## config.mk

```make
export PLATFORM = sky130hd
export DESIGN_NAME = regfile_wb_arbiter
export DESIGN_NICKNAME = d
export VERILOG_FILES = /design/src/rtl/regfile_wb_arbiter.sv
export SDC_FILE = /design/constraint.sdc
export NUM_CORES = 1
export LEC_CHECK = 0
export ABC_AREA = 0
export BUFFER_PORTS_ARGS = -buffer_cell sky130_fd_sc_hd__buf_4
export CAP_MARGIN = 10
export CELL_PAD_IN_SITES_DETAIL_PLACEMENT = 0
export CELL_PAD_IN_SITES_GLOBAL_PLACEMENT = 2
export CORE_UTILIZATION = 27
export DETAILED_ROUTE_END_ITERATION = 10
export GPL_ROUTABILITY_DRIVEN = 0
export PLACE_DENSITY = 0.86
export REMOVE_ABC_BUFFERS = 1
export SLEW_MARGIN = 15
export SYNTH_ARGS = -nofsm -noshare
export SYNTH_HDL_FRONTEND = slang
export SYNTH_SLANG_ARGS = --single-unit
```

## constraint.sdc

```tcl
create_clock -name clk -period 3.3 [get_ports clk]
set_input_delay 0.165 -clock clk [delete_from_list [all_inputs] [get_ports clk]]
set_output_delay 0.165 -clock clk [all_outputs]
set_load 0.01 [all_outputs]
```

## src/rtl/regfile_wb_arbiter.sv

```systemverilog
// rtl/regfile_wb_arbiter.sv - round-robin write-back arbiter with RAW scoreboard (optional WB_FWD_EN forwarding)
module regfile_wb_arbiter #(
    parameter int N_REQ = 3,
    parameter int AW    = 5,
    parameter int DW    = 32
) (
    input  logic                clk,
    input  logic                reset,
    input  logic [N_REQ-1:0]    req_valid,
    output logic [N_REQ-1:0]    req_ready,
    input  logic [N_REQ*AW-1:0] req_addr,
    input  logic [N_REQ*DW-1:0] req_data,
    input  logic                iss_valid,
    input  logic [AW-1:0]       iss_addr,
    input  logic [AW-1:0]       A1,
    input  logic [AW-1:0]       A2,
    output logic                stall,
    output logic [2**AW-1:0]    busy,
    output logic                wr_en,
    output logic [AW-1:0]       wr_addr,
    output logic [DW-1:0]       wr_data
`ifdef WB_FWD_EN
    ,
    input  logic [DW-1:0]       rf_rd1,
    input  logic [DW-1:0]       rf_rd2,
    output logic [DW-1:0]       fwd_rd1,
    output logic [DW-1:0]       fwd_rd2
`endif
);

    localparam int PW   = (N_REQ > 1) ? $clog2(N_REQ) : 1;
    localparam int NREG = 2**AW;

    logic [PW-1:0]    ptr_q, ptr_d;
    logic             wr_en_q, wr_en_d;
    logic [AW-1:0]    wr_addr_q, wr_addr_d;
    logic [DW-1:0]    wr_data_q, wr_data_d;
    logic [NREG-1:0]  busy_q, busy_d;

    logic [N_REQ-1:0] grant;
    logic [PW-1:0]    gnt_idx;
    logic             transfer;
    logic [AW-1:0]    sel_addr;
    logic [DW-1:0]    sel_data;
    logic             haz1, haz2;

    // Round-robin scan starting at the pointer; first valid requester wins, nothing granted in reset
    always_comb begin
        int  idx;
        logic found;
        grant   = '0;
        gnt_idx = '0;
        found   = 1'b0;
        idx     = 0;
        for (int i = 0; i < N_REQ; i++) begin
            idx = int'(ptr_q) + i;
            if (idx >= N_REQ) begin
                idx = idx - N_REQ;
            end
            if (!found && req_valid[idx]) begin
                found      = 1'b1;
                grant[idx] = 1'b1;
                gnt_idx    = PW'(idx);
            end
        end
        if (reset) begin
            grant = '0;
        end
    end

    assign req_ready = grant;
    assign transfer  = |grant;
    assign sel_addr  = req_addr[AW*gnt_idx +: AW];
    assign sel_data  = req_data[DW*gnt_idx +: DW];

    // Next-state: pointer advance, registered write port, scoreboard clear-then-set (set wins)
    always_comb begin
        ptr_d     = ptr_q;
        wr_en_d   = 1'b0;
        wr_addr_d = wr_addr_q;
        wr_data_d = wr_data_q;
        busy_d    = busy_q;
        if (transfer) begin
            ptr_d     = (gnt_idx == PW'(N_REQ - 1)) ? '0 : gnt_idx + 1'b1;
            wr_en_d   = (sel_addr != '0);
            wr_addr_d = sel_addr;
            wr_data_d = sel_data;
            busy_d[sel_addr] = 1'b0;
        end
        if (iss_valid && (iss_addr != '0)) begin
            busy_d[iss_addr] = 1'b1;
        end
        // x0 is hardwired zero and never has a pending writer
        busy_d[0] = 1'b0;
    end

    // State registers; reset discards any in-flight write
    always_ff @(posedge clk or posedge reset) begin
        if (reset) begin
            ptr_q     <= '0;
            wr_en_q   <= 1'b0;
            wr_addr_q <= '0;
            wr_data_q <= '0;
            busy_q    <= '0;
        end else begin
            ptr_q     <= ptr_d;
            wr_en_q   <= wr_en_d;
            wr_addr_q <= wr_addr_d;
            wr_data_q <= wr_data_d;
            busy_q    <= busy_d;
        end
    end

    // RAW hazard per source; the in-flight write only stalls when it cannot be forwarded
    always_comb begin
`ifdef WB_FWD_EN
        haz1 = (A1 != '0) && busy_q[A1];
        haz2 = (A2 != '0) && busy_q[A2];
`else
        haz1 = (A1 != '0) && (busy_q[A1] || (wr_en_q && (wr_addr_q == A1)));
        haz2 = (A2 != '0) && (busy_q[A2] || (wr_en_q && (wr_addr_q == A2)));
`endif
    end

    assign stall   = haz1 || haz2;
    assign busy    = busy_q;
    assign wr_en   = wr_en_q;
    assign wr_addr = wr_addr_q;
    assign wr_data = wr_data_q;

`ifdef WB_FWD_EN
    assign fwd_rd1 = (wr_en_q && (wr_addr_q == A1) && (A1 != '0)) ? wr_data_q : rf_rd1;
    assign fwd_rd2 = (wr_en_q && (wr_addr_q == A2) && (A2 != '0)) ? wr_data_q : rf_rd2;
`endif

endmodule

```

==> results.yml, run 1 <==
run_status:
  status: "finished, final reports clean"
detailed_routing:
  via_count: 5158
  drt_wl_total_mm: 17.1
  route.detailed.drc: 0
  firstDrtPassIters: 5
  viasPerCell: 5.16
  wl_per_cell_um: 17.1
  ant_nets: 0
  dr.first_iter.drc_count: 200
placement:
  dp_hpwl_mm: 13.1
  place_worst_setup_slack_ns: 0.0394
  placed_cells: 982
  place_area_um2: 6600
  io_buffers: 204
logic_synthesis:
  synth_cell_types: 62
  synth-simple-area-share_pct: 25.6
  synth_xor_area_share_pct: 1.65
  synth_ff_type: "dfrtp_1"
  postSynth.asyncResetShare_pct: 100
  muxShareOfSynthArea_pct: 9.65
  syn_area_um2: 4780
  synthTopCellsByArea: "dfrtp_1, nand2_1, mux4_2"
  syn_area_per_cell_um2: 8.33
  ys_seq_area_share_pct: 37.2
  synth_top_family_by_area: "simple AND/OR/NAND/NOR gates"
  ys.warnings.count: 0
  synthAdderAreaFrac_pct: 1.05
  netlist.area_leader.share_pct: 37.2
  synth_compound_area_share_pct: 21.1
  synth_edf_count: 0
  ys_seq_elements: 71
  syn_inst: 574
  yosys.area.top_type: "dfrtp_1"
floorplan:
  die_width_um: 135
  num_rows: 48
  pin_count: 206
  fp.dieH_um: 135
  coreArea_um2: 17300
  die_area_um2: 18200
  start_util_pct: 27.6
power:
  power_leakage_nw: 3.31
  irDropWorstVdd_mv: 0.505
  power_density_nw_per_um2: 1130
  power_mw: 7.84
clock_tree:
  cts_tree: "built"
  numClockSinks: 71
  insertion_delay_ns: 0.34
  cts_root_buffer: "clkbuf_16"
  clockBufferDepth: 2
  clk_pin_slew_worst_paths_ns: 0.06
  cts_made_buffers: 9
  h-tree-depth: 3
final_layout:
  antenna_cells: 0
  instances_no_fill: 999
  final_nets: 905
  fin_util_pct: 40.0
  syn_to_final_growth_pct: 44.8
  postLayoutCellArea_um2: 6920
  drive_gt1_share_pct: 35.9
sta:
  fin_tns_setup_ns: 0
  timing.fmax_mhz: 324
  fin_crit_ns: 3.09
  hold_viol_final: 0
  maxSlewViolCount: 0
  tightestPinTransition_ns: 1.08
  slew_headroom_pct: 27.6
  hold_ws_ns: 0.113
  fin_crit_sh_pct: 93.5
  fin_skew_ns: 0.00656
  rsz0062_at_grt: "false"
  setup_slack_ns: 0.213
  finalSetupViolations: 0
global_route:
  grt_max_degree: 72
  grt_pass1_vias: 5268
  grt_usage_pct: 18.8
  grt_overflow_total: 0
  antenna_found_initial: 0
  grt_pass1_wl_mm: 26.6
critical_path:
  arrival_ns: 3.31
  critPathRequiredTime_ns: 3.53
  startpoint_type: "register"
  critPathMaxFanout: 9
  cp-end-kind: "register"
  setup.worst_path.class: "register to register"
run:
  maxCapViolCount: 0
min_path:
  hold_path.class: "input port to async pin"
[cell families (layout without fill, tap and decap cells)]
family	count (synthesis)	after routing
xor+xnor	9	9
buf+inv	43	243
flops	71	71
other cells	1	1
compound gates	130	130
fa+ha+maj	4	4
mux	23	23
simple gates	293	293
[flip-flops by register name, indices dropped and copies added (netlist names)]
name / count
wr_addr: 5
wr_data: 32
wr_en: 1
ptr_q: 2
busy: 31
[timing repair]
action                     4_1_cts  5_1_grt
hold endpoints to repair         0        0
resized for setup                0       11
setup endpoints to repair        0       31
hold buffers                     0        0
setup buffers                    0        1
[final cells by class]
type | instances | area [um2]
flip-flops and latches | 71 | 1780
inverters | 7 | 26.3
clock inverters | 6 | 43.8
multi-input cells | 460 | 2890
clock buffers | 10 | 229
well taps | 225 | 282
repair buffers | 220 | 1680
fillers | 1800 | 10400
[synthesized netlist by cell type (5+ instances only)]
library cell	count
a311o_1	32
nand2_1	208
mux4_2	18
xor2_1	7
nand3_1	5
inv_1	6
dfrtp_1	71
o211ai_1	8
clkbuf_1	18
nor2_1	44
o21ai_0	38
buf_2	7
buf_1	9
[layer usage]
metal / part of all wire (%) / global-route usage [%] / vias up
li1: - / - / 2437
met1: 41 / 21.6 / 2459
met2: 47 / 31.2 / 219
met3: 8.2 / 5.82 / 43
met4: 3.8 / 10.4 / 0
met5: 0 / 0 / -
[placed cells by master, fill, tap and decap left out, drive strengths merged, types with 5 or more instances in the layout]
master / count
a21oi: 6
a311o: 32
buf: 220
clkbuf: 10
dfrtp: 71
inv: 9
mux4: 18
nand2: 208
nand3: 5
nor2: 44
o211ai: 9
o21ai: 42
o31ai: 6
xor2: 7
[path summary, 6_finish.rpt]
| kind | from | end | slack (ns) | cells after the start |
|---|---|---|---|---|
| min in group clk | iss_addr[2] | busy[2] | 0.19 | 4 |
| min reg2reg | wr_data[18] | wr_data[18] | 0.47 | 2 |
| min | reset | wr_data[14] | 0.11 | 3 |
| max reg2reg | ptr_q[1] | busy[31] | 0.21 | 10 |
| max | ptr_q[1] | busy[31] | 0.21 | 10 |
| max in group asynchronous | reset | wr_addr[4] | 2.54 | 3 |
[worst max-delay path, stage by stage (launching register included)]
cell	delay [ns]
dfrtp_1	0.41
inv_1	0.09
ha_2	0.32
mux2i_2	0.35
nand2b_1	0.17
o31a_1	0.42
a21boi_1	0.30
o31ai_4	0.14
or3b_4	0.47
o41ai_2	0.23
nand2_1	0.08
[power breakdown]
part | switching, mW | internal [mW]
registers | 0.448 | 1.34
logic | 2.92 | 2.22
clock network | 0.394 | 0.513
No activity file was read; power rests on OpenSTA's default activity.
==> inputs of run 2 (changes only) <==
--- a/config.mk
+++ b/config.mk
@@ -14,6 +14,7 @@
 export DETAILED_ROUTE_END_ITERATION = 10
 export GPL_ROUTABILITY_DRIVEN = 0
 export PLACE_DENSITY = 0.86
+export RECOVER_POWER = 100
 export REMOVE_ABC_BUFFERS = 1
 export SLEW_MARGIN = 15
 export SYNTH_ARGS = -nofsm -noshare
==> results.yml, run 2 (synthesized netlist as in run 1, its figures left out) <==
final_layout:
  largest_register_ffs: 32
  layout_common_cells: "nand2_1, buf_4, clkbuf_1"
  syn_to_final_growth_pct: 38.6
  drive_gt1_share_pct: 26.0
  final_nets: 905
  final_common_cell: "nand2_1"
  antenna_cells: 0
  nFillCells: 1869
global_route:
  antenna_found_initial: 0
  grt_pass1_wl_mm: 26.6
  grt_use_met3_pct: 5.82
  grt_usage_pct: 18.8
  grt_pass1_vias: 5268
  grt_max_degree: 72
  grt_busiest_layer: "met2"
  grtUsageMet2_pct: 31.2
  grt.met1_usage_pct: 21.6
  grt_overflow_total: 0
clock_tree:
  postCtsHoldBufs: 0
  cts_root_buffer: "clkbuf_16"
  clockBufferDepth: 2
  cts_made_buffers: 9
  insertion_delay_ns: 0.34
  h-tree-depth: 3
  cts_tree: "built"
  numClockSinks: 71
  clk_pin_slew_worst_paths_ns: 0.06
detailed_routing:
  ant_nets: 0
  drt_wl_total_mm: 17.1
  route.detailed.drc: 0
  dr.first_iter.drc_count: 217
  viasPerCell: 5.13
  via_count: 5129
  wl_per_cell_um: 17.2
  firstDrtPassIters: 5
min_path:
  min_from: "iss_addr[4]"
  hold_path.class: "input port to register"
run_status:
  violations: "max-capacitance violations, max-slew violations"
  status: "finished, violations left"
critical_path:
  rr_startpoint: "ptr_q[1]"
  cp-end-kind: "register"
  critPathMaxFanout: 9
  setup.worst_path.class: "register to register"
  crit_path_start: "ptr_q[1]"
  critPathRequiredTime_ns: 3.53
  arrival_ns: 3.31
  startpoint_type: "register"
run:
  maxCapViolCount: 1
floorplan:
  fp.dieH_um: 135
  coreArea_um2: 17300
  num_rows: 48
  die_width_um: 135
  die_area_um2: 18200
  start_util_pct: 27.6
  pin_count: 206
power:
  power_density_nw_per_um2: 1120
  irDropWorstVdd_mv: 0.499
  power_mw: 7.41
  power_leakage_nw: 3.02
sta:
  setup_slack_ns: 0.215
  fin_skew_ns: 0.00677
  hold_ws_ns: 0.182
  rsz0062_at_grt: "false"
  fin_crit_sh_pct: 93.5
  fin_crit_ns: 3.09
  finalSetupViolations: 0
  maxSlewViolCount: 72
  slew_headroom_pct: -20.7
  hold_viol_final: 0
  tightestPinTransition_ns: 1.81
  timing.fmax_mhz: 324
placement:
  io_buffers: 204
  place_worst_setup_slack_ns: 0.0394
  dp_hpwl_mm: 13.1
-- run 2: changes by cell type in the layout (fill, tap and decap cells not counted), sizes merged --
cell,before,now
buf,220,142
clkbuf,10,88
-- run 2: layout make-up --
class / instances / area (um2) / area share (%)
sequential: 71 / 1780 / 26.8
clock inverter: 6 / 43.8 / 0.661
inverter: 7 / 26.3 / 0.396
tap: 225 / 282 / 4.25
multi-input combinational: 460 / 2890 / 43.6
timing repair buffer: 220 / 1380 / 20.8
clock buffer: 10 / 229 / 3.45
-- run 2: what timing repair did --
item / 4_1_cts / 5_1_grt
setup buffers: 0 / 1
resized for setup: 0 / 11
endpoints found under the setup margin: 0 / 31
-- run 2: metrics by stage --
| step | TNS, ns | utilization [%] | cells | instance area (um2) |
|---|---|---|---|---|
| floorplan | -67.24 | - | 538 | 4630 |
| global placement | 0 | 38.1 | 982 | 6600 |
| detailed placement | 0 | 38.1 | 982 | 6600 |
| CTS | 0 | 39.7 | 998 | 6870 |
| global route | 0 | 38.3 | 999 | 6630 |
| finish | 0 | 38.3 | 999 | 6630 |
-- run 2: power by group --
part           switching [mW]  total [mW]  leakage (nW)  internal [mW]
Sequential              0.437        1.77         0.871           1.34
Combinational            2.91        4.73          2.02           1.82
Clock                   0.393       0.906         0.133          0.513
Total                    3.74        7.41          3.02           3.67
-- run 2: routing by layer --
layer / share of wire (%) / wire length, um
met5: 0 / 0
met3: 8.3 / 1420
met1: 41 / 6980
met2: 47 / 8100
met4: 3.8 / 647
-- run 2: worst max-delay path: stages (launching register included) --
cell	delay (ns)
dfrtp_1	0.41
inv_1	0.09
ha_2	0.32
mux2i_2	0.35
nand2b_1	0.16
o31a_1	0.42
a21boi_1	0.30
o31ai_4	0.14
or3b_4	0.47
o41ai_2	0.22
nand2_1	0.08
-- run 2: path summary, 6_finish.rpt --
path	end	depth (start not counted)	slack (ns)
min in group asynchronous	wr_data[14]	3	0.49
max	busy[31]	10	0.21
max reg2reg	busy[31]	10	0.21
min reg2reg	wr_data[18]	2	0.46
min	busy[2]	4	0.18
max in group asynchronous	wr_addr[4]	3	1.68
